$ cat src/rtl/inst_loader.sv
// -----------------------------------------------------------------------------
// inst_loader
// Serial program loader. Receives a framed byte stream and writes the payload
// into instruction memory as 16-bit words, then releases the CPU from reset.
//
// Frame: HDR, N, {hi, lo} x N, checksum
//   checksum = XOR of every hi and lo byte (header and length excluded)
//
// Parameters
//   BASE_ADDR    byte address of the first instruction word written
//   HDR          frame header byte
//
// Ports
//   clk          single clock, rising edge
//   reset        asynchronous, active-high
//   in_data      incoming program byte
//   in_valid     in_data valid
//   in_ready     loader can accept a byte (low only once loading is done)
//   im_we        instruction-memory write strobe (one cycle per word)
//   im_addr      instruction-memory byte address
//   im_wdata     instruction word
//   cpu_run      high releases the CPU (frame loaded with good checksum)
//   err          sticky frame-error flag, cleared by the next header
//   words_loaded words written in the current frame
// -----------------------------------------------------------------------------
module inst_loader #(
    parameter logic [15:0] BASE_ADDR = 16'h0000,
    parameter logic [7:0]  HDR       = 8'hA5
) (
    input  logic        clk,
    input  logic        reset,
    input  logic [7:0]  in_data,
    input  logic        in_valid,
    output logic        in_ready,
    output logic        im_we,
    output logic [15:0] im_addr,
    output logic [15:0] im_wdata,
    output logic        cpu_run,
    output logic        err,
    output logic [7:0]  words_loaded
);

    typedef enum logic [2:0] {
        S_IDLE,
        S_LEN,
        S_HI,
        S_LO,
        S_CSUM,
        S_DONE,
        S_ERR
    } state_t;

    state_t      r_state, w_state_next;
    logic [7:0]  r_n,     w_n_next;
    logic [7:0]  r_hi,    w_hi_next;
    logic [7:0]  r_csum,  w_csum_next;
    logic [7:0]  r_words, w_words_next;
    logic [15:0] r_ptr,   w_ptr_next;
    logic [15:0] r_addr,  w_addr_next;
    logic [15:0] r_wdata, w_wdata_next;
    logic        r_we,    w_we_next;
    logic        r_ready, w_ready_next;
    logic        r_run,   w_run_next;
    logic        r_err,   w_err_next;
    logic        w_accept;

    assign w_accept = in_valid & r_ready;

    // State and registered outputs
    always_ff @(posedge clk or posedge reset) begin
        if (reset) begin
            r_state <= S_IDLE;
            r_n     <= 8'h00;
            r_hi    <= 8'h00;
            r_csum  <= 8'h00;
            r_words <= 8'h00;
            r_ptr   <= BASE_ADDR;
            r_addr  <= BASE_ADDR;
            r_wdata <= 16'h0000;
            r_we    <= 1'b0;
            r_ready <= 1'b1;
            r_run   <= 1'b0;
            r_err   <= 1'b0;
        end else begin
            r_state <= w_state_next;
            r_n     <= w_n_next;
            r_hi    <= w_hi_next;
            r_csum  <= w_csum_next;
            r_words <= w_words_next;
            r_ptr   <= w_ptr_next;
            r_addr  <= w_addr_next;
            r_wdata <= w_wdata_next;
            r_we    <= w_we_next;
            r_ready <= w_ready_next;
            r_run   <= w_run_next;
            r_err   <= w_err_next;
        end
    end

    // Next-state and next-output logic
    always_comb begin
        w_state_next = r_state;
        w_n_next     = r_n;
        w_hi_next    = r_hi;
        w_csum_next  = r_csum;
        w_words_next = r_words;
        w_ptr_next   = r_ptr;
        w_addr_next  = r_addr;
        w_wdata_next = r_wdata;
        w_we_next    = 1'b0;

        if (w_accept) begin
            case (r_state)
                // A header restarts a frame from either idle or error;
                // anything else is dropped.
                S_IDLE, S_ERR: begin
                    if (in_data == HDR) begin
                        w_state_next = S_LEN;
                        w_words_next = 8'h00;
                        w_csum_next  = 8'h00;
                        w_ptr_next   = BASE_ADDR;
                    end
                end
                S_LEN: begin
                    w_n_next     = in_data;
                    w_state_next = (in_data == 8'h00) ? S_ERR : S_HI;
                end
                S_HI: begin
                    w_hi_next    = in_data;
                    w_csum_next  = r_csum ^ in_data;
                    w_state_next = S_LO;
                end
                S_LO: begin
                    w_we_next    = 1'b1;
                    w_addr_next  = r_ptr;
                    w_wdata_next = {r_hi, in_data};
                    w_ptr_next   = r_ptr + 16'd2;   // wraps FFFE -> 0000
                    w_words_next = r_words + 8'd1;
                    w_csum_next  = r_csum ^ in_data;
                    w_state_next = ((r_words + 8'd1) == r_n) ? S_CSUM : S_HI;
                end
                S_CSUM: begin
                    w_state_next = (in_data == r_csum) ? S_DONE : S_ERR;
                end
                S_DONE: begin
                    w_state_next = S_DONE;
                end
                default: begin
                    w_state_next = S_IDLE;
                end
            endcase
        end

        // Status outputs follow the state being entered so they are
        // registered together with it.
        w_ready_next = (w_state_next != S_DONE);
        w_run_next   = (w_state_next == S_DONE);
        w_err_next   = (w_state_next == S_ERR);
    end

    assign in_ready     = r_ready;
    assign im_we        = r_we;
    assign im_addr      = r_addr;
    assign im_wdata     = r_wdata;
    assign cpu_run      = r_run;
    assign err          = r_err;
    assign words_loaded = r_words;

endmodule

$ cat config.mk
export PLATFORM = sky130hd
export DESIGN_NAME = inst_loader
export DESIGN_NICKNAME = d
export VERILOG_FILES = /design/src/rtl/inst_loader.sv
export SDC_FILE = /design/constraint.sdc
export NUM_CORES = 1
export LEC_CHECK = 0
export ABC_AREA = 1
export CAP_MARGIN = 30
export CELL_PAD_IN_SITES_DETAIL_PLACEMENT = 2
export CELL_PAD_IN_SITES_GLOBAL_PLACEMENT = 2
export CORE_UTILIZATION = 29
export DETAILED_ROUTE_END_ITERATION = 6
export PLACE_DENSITY_LB_ADDON = 0.1
export RECOVER_POWER = 100
export SLEW_MARGIN = 40
export SYNTH_ARGS = -nofsm -noshare
export SYNTH_HDL_FRONTEND = slang
export SYNTH_SLANG_ARGS = --single-unit
$ cat constraint.sdc
create_clock -name clk -period 2.2 [get_ports clk]
set_input_delay 0.22 -clock clk [delete_from_list [all_inputs] [get_ports clk]]
set_output_delay 0.22 -clock clk [all_outputs]
set_load 0.005 [all_outputs]
==> results.ini <==
[synth]
seq_area_frac_synth = 0.529
ys_warn_count = 0
synth_top_area_share = 0.522
synth_area_leaders = dfrtp_1 52%, nand2_1 13%, nand3_1 5.7%, o21ai_0 5.3%, inv_1 4.5%
netlist_instances = 489
syn_nets = 504
synth_cell_types = 32
synth-seq-cells = 85
yosysTopAreaCell = dfrtp_1
syn_avg_cell_area_sq_um = 8.23
syn_area_sq_um = 4020

[clocking]
cts_max_level = 3
cts_tree = done
clock_latency_ps = 350
post_cts_buffers = 0
cts_sinks = 85
ctsLongestPathBuffers = 2
cts_buffers = 9
hold_buffers = 0
clk_transition_reported_paths_ps = 70
ctsResizeCount = 0
clock-root-buffer = clkbuf_16

[floorplan]
start_util = 0.300
fp.dieH_um = 120
rows = 42
core_area_sq_um = 13400
ios = 55
die_area_sq_um = 14400
die_x_um = 120

[routing]
finalWirelength_um = 12000
drc = 0
post_drt_wl_per_cell_um = 16.3
ant_nets = 0
vias_per_cell = 4.81
drt-initial-drc-count = 117
via_count = 3528
dr.pass1.iters = 4

[worst_setup_path]
setup.worst_path.start = r_ptr[2]$_DFFE_PP0P_
crit_chain = inv_1 -> nor3_1 -> nand3_1 -> nor2_1 -> nand2_1 -> nor2_1 -> nand3_1 -> inv_1 -> nand3_1 -> nand2_1 -> nand2_1
rr_startpoint = r_ptr[2]$_DFFE_PP0P_
crit_cells = 11
crit_arrival_ps = 2260
crit_fanout = 3
cp-endpoint = r_ptr[14]$_DFFE_PP0P_
crit_path_start_kind = flop
critPathBufInv = 2
critPathSlowestCell = dfrtp_1
endpoint_kind = flop
max_stage_delay_ps = 370
timing.rr.end = r_ptr[14]$_DFFE_PP0P_
ff2ff_path_depth = 11
critical_path_class = reg -> reg
r2r_setup_slack_ps = 180
required_ps = 2440
critPathTopFamily = simple AND/OR/NAND/NOR gates

[layout]
fin_nets = 568
diodes = 0
fillers = 1555
layout-drive-gt1-share = 0.0789
syn2layout_area_growth_pct = 26.9

[min_path]
min_path_type = reg -> reg
hold_depth = 2

[timing]
fin_crit_sh = 0.919
setup_viol = 0
grt_setup_unrepaired = no
worst_slew_pin_slew_ps = 1060
relSlewSlack = 0.290
hold_violations = 0
fin_tns_setup_ps = 0
clock_skew_ps = 4.59
slew_violations = 0
max_freq_ghz = 0.495
final.min_clock_period_ps = 2020

[global_route]
grt_max_degree = 67
overflow = 0
grt_pass1_wl_um = 20500
track_usage = 0.183
antenna_found_initial = 0
grt_pass1_vias = 4034

[power_and_ir_drop]
power_mw = 6.98
leakage_nw = 2.54
p_per_area_nw_per_um2 = 1370
vdd.ir_drop.worst_mv = 0.421

[placed_design]
place_hpwl_um = 8830
port_buffers = 53
place.gp.congestion = 0.797

[status]
outcome = completed

[flow_run]
drv_cap = 0

==> worst min path at each step <==
stage	from	endpoint	slack (ps)
floorplan	in_data[3]	r_n[3]$_DFFE_PP0P_	400
global placement	im_addr[10]$_DFFE_PP0P_	im_addr[10]$_DFFE_PP0P_	470
detailed placement	r_hi[5]$_DFFE_PP0P_	im_wdata[13]$_DFFE_PP0P_	470
CTS	reset	im_wdata[11]$_DFFE_PP0P_	320
global route	im_addr[8]$_DFFE_PP0P_	im_addr[8]$_DFFE_PP0P_	510
finish	im_addr[8]$_DFFE_PP0P_	im_addr[8]$_DFFE_PP0P_	480
==> worst min-delay path, stage by stage (launching register included) <==
cell	delay [ps]
dfrtp_1	340
nand2_1	50
o21ai_0	50
==> cells by family (layout without fill, tap and decap cells) <==
logic type,after synthesis,in the layout,synth area share
AND/OR/NAND/NOR,246,246,0.265
flip-flops,85,85,0.529
AO/OA/AOI/OAI,71,71,0.0973
buffers and inverters,70,139,0.0690
XOR/XNOR,12,12,0.0261
adder cells (fa/ha/maj),4,4,0.0124
other,1,1,0.000932
==> per-stage QoR <==
stage	std cells	utilization	hold slack (ps)	cell area [sq um]	worst slack, ps
detailed placement	718	0.364	466	4870	96.9
finish	734	0.381	477	5110	178
floorplan	489	-	396	4030	548
global placement	718	0.364	465	4870	183
global route	734	0.381	506	5110	5.25
CTS	734	0.385	320	5160	217
==> report_power, final <==
| part | internal, mW | switching, mW |
|---|---|---|
| sequential | 2.24 | 0.516 |
| combinational | 1.20 | 1.54 |
| clock | 0.811 | 0.678 |
| total | 4.25 | 2.73 |
==> synthesized netlist by cell type <==
master	count
a21oi_1	6
inv_2	6
nor3_1	7
nand4_1	3
o21bai_1	1
nor3b_1	1
nor4_1	1
a31oi_1	3
nor2_1	29
nand2_1	144
dfrtp_1	84
o32ai_1	1
o21ai_0	43
nand2_2	4
dfstp_2	1
o21ai_1	3
o22ai_1	11
inv_1	48
xnor2_1	4
xor2_1	8
nand3_1	46
clkbuf_1	7
nor2_4	2
a32o_1	1
buf_2	6
clkinv_1	1
nor3_2	2
conb_1	1
o21ai_2	2
ha_1	4
buf_4	2
nand3b_1	7
==> final cells by class <==
| cell class | count | area [sq um] | area share |
|---|---|---|---|
| clock buffers | 11 | 243 | 0.0475 |
| well taps | 176 | 220 | 0.0431 |
| repair buffers | 68 | 652 | 0.128 |
| clock inverters | 5 | 43.8 | 0.00857 |
| inverters | 55 | 208 | 0.0407 |
| flip-flops and latches | 85 | 2130 | 0.417 |
| multi-input cells | 334 | 1610 | 0.316 |
==> cell usage in the layout, fill, tap and decap left out, types with 2 or more instances in the layout <==
cell type	netlist	routed
o22ai_1	11	11
buf_12	0	2
xor2_1	8	8
xnor2_1	4	4
inv_2	6	6
nand3_1	46	46
buf_4	2	7
inv_1	48	47
dfrtp_1	84	84
nand2_2	4	3
nor2_1	29	28
clkdlybuf4s50_1	0	10
clkbuf_2	0	2
nand4_1	3	3
o21ai_0	43	43
a21oi_1	6	6
nor3_1	7	8
o21ai_2	2	2
o21ai_1	3	3
dlygate4sd3_1	0	43
clkbuf_1	7	4
a31oi_1	3	3
nor2_4	2	2
nand2_1	144	145
clkinvlp_4	0	2
nand3b_1	7	7
ha_1	4	4
clkbuf_16	0	9
==> metal layers <==
layer	vias up	global-route usage	share of wire
met5	-	0	0
met4	0	0.0727	0.017
met3	11	0.0242	0.021
met1	1763	0.244	0.49
li1	1707	-	-
met2	47	0.301	0.47
==> state kept, by name (all words and copies together), names as in the netlist, 3 cells and up <==
signal,flops
r_csum,8
r_hi,8
im_wdata,16
r_ptr,15
words_loaded,8
r_state,3
im_addr,15
r_n,8
No activity file was read; power rests on OpenSTA's default activity.
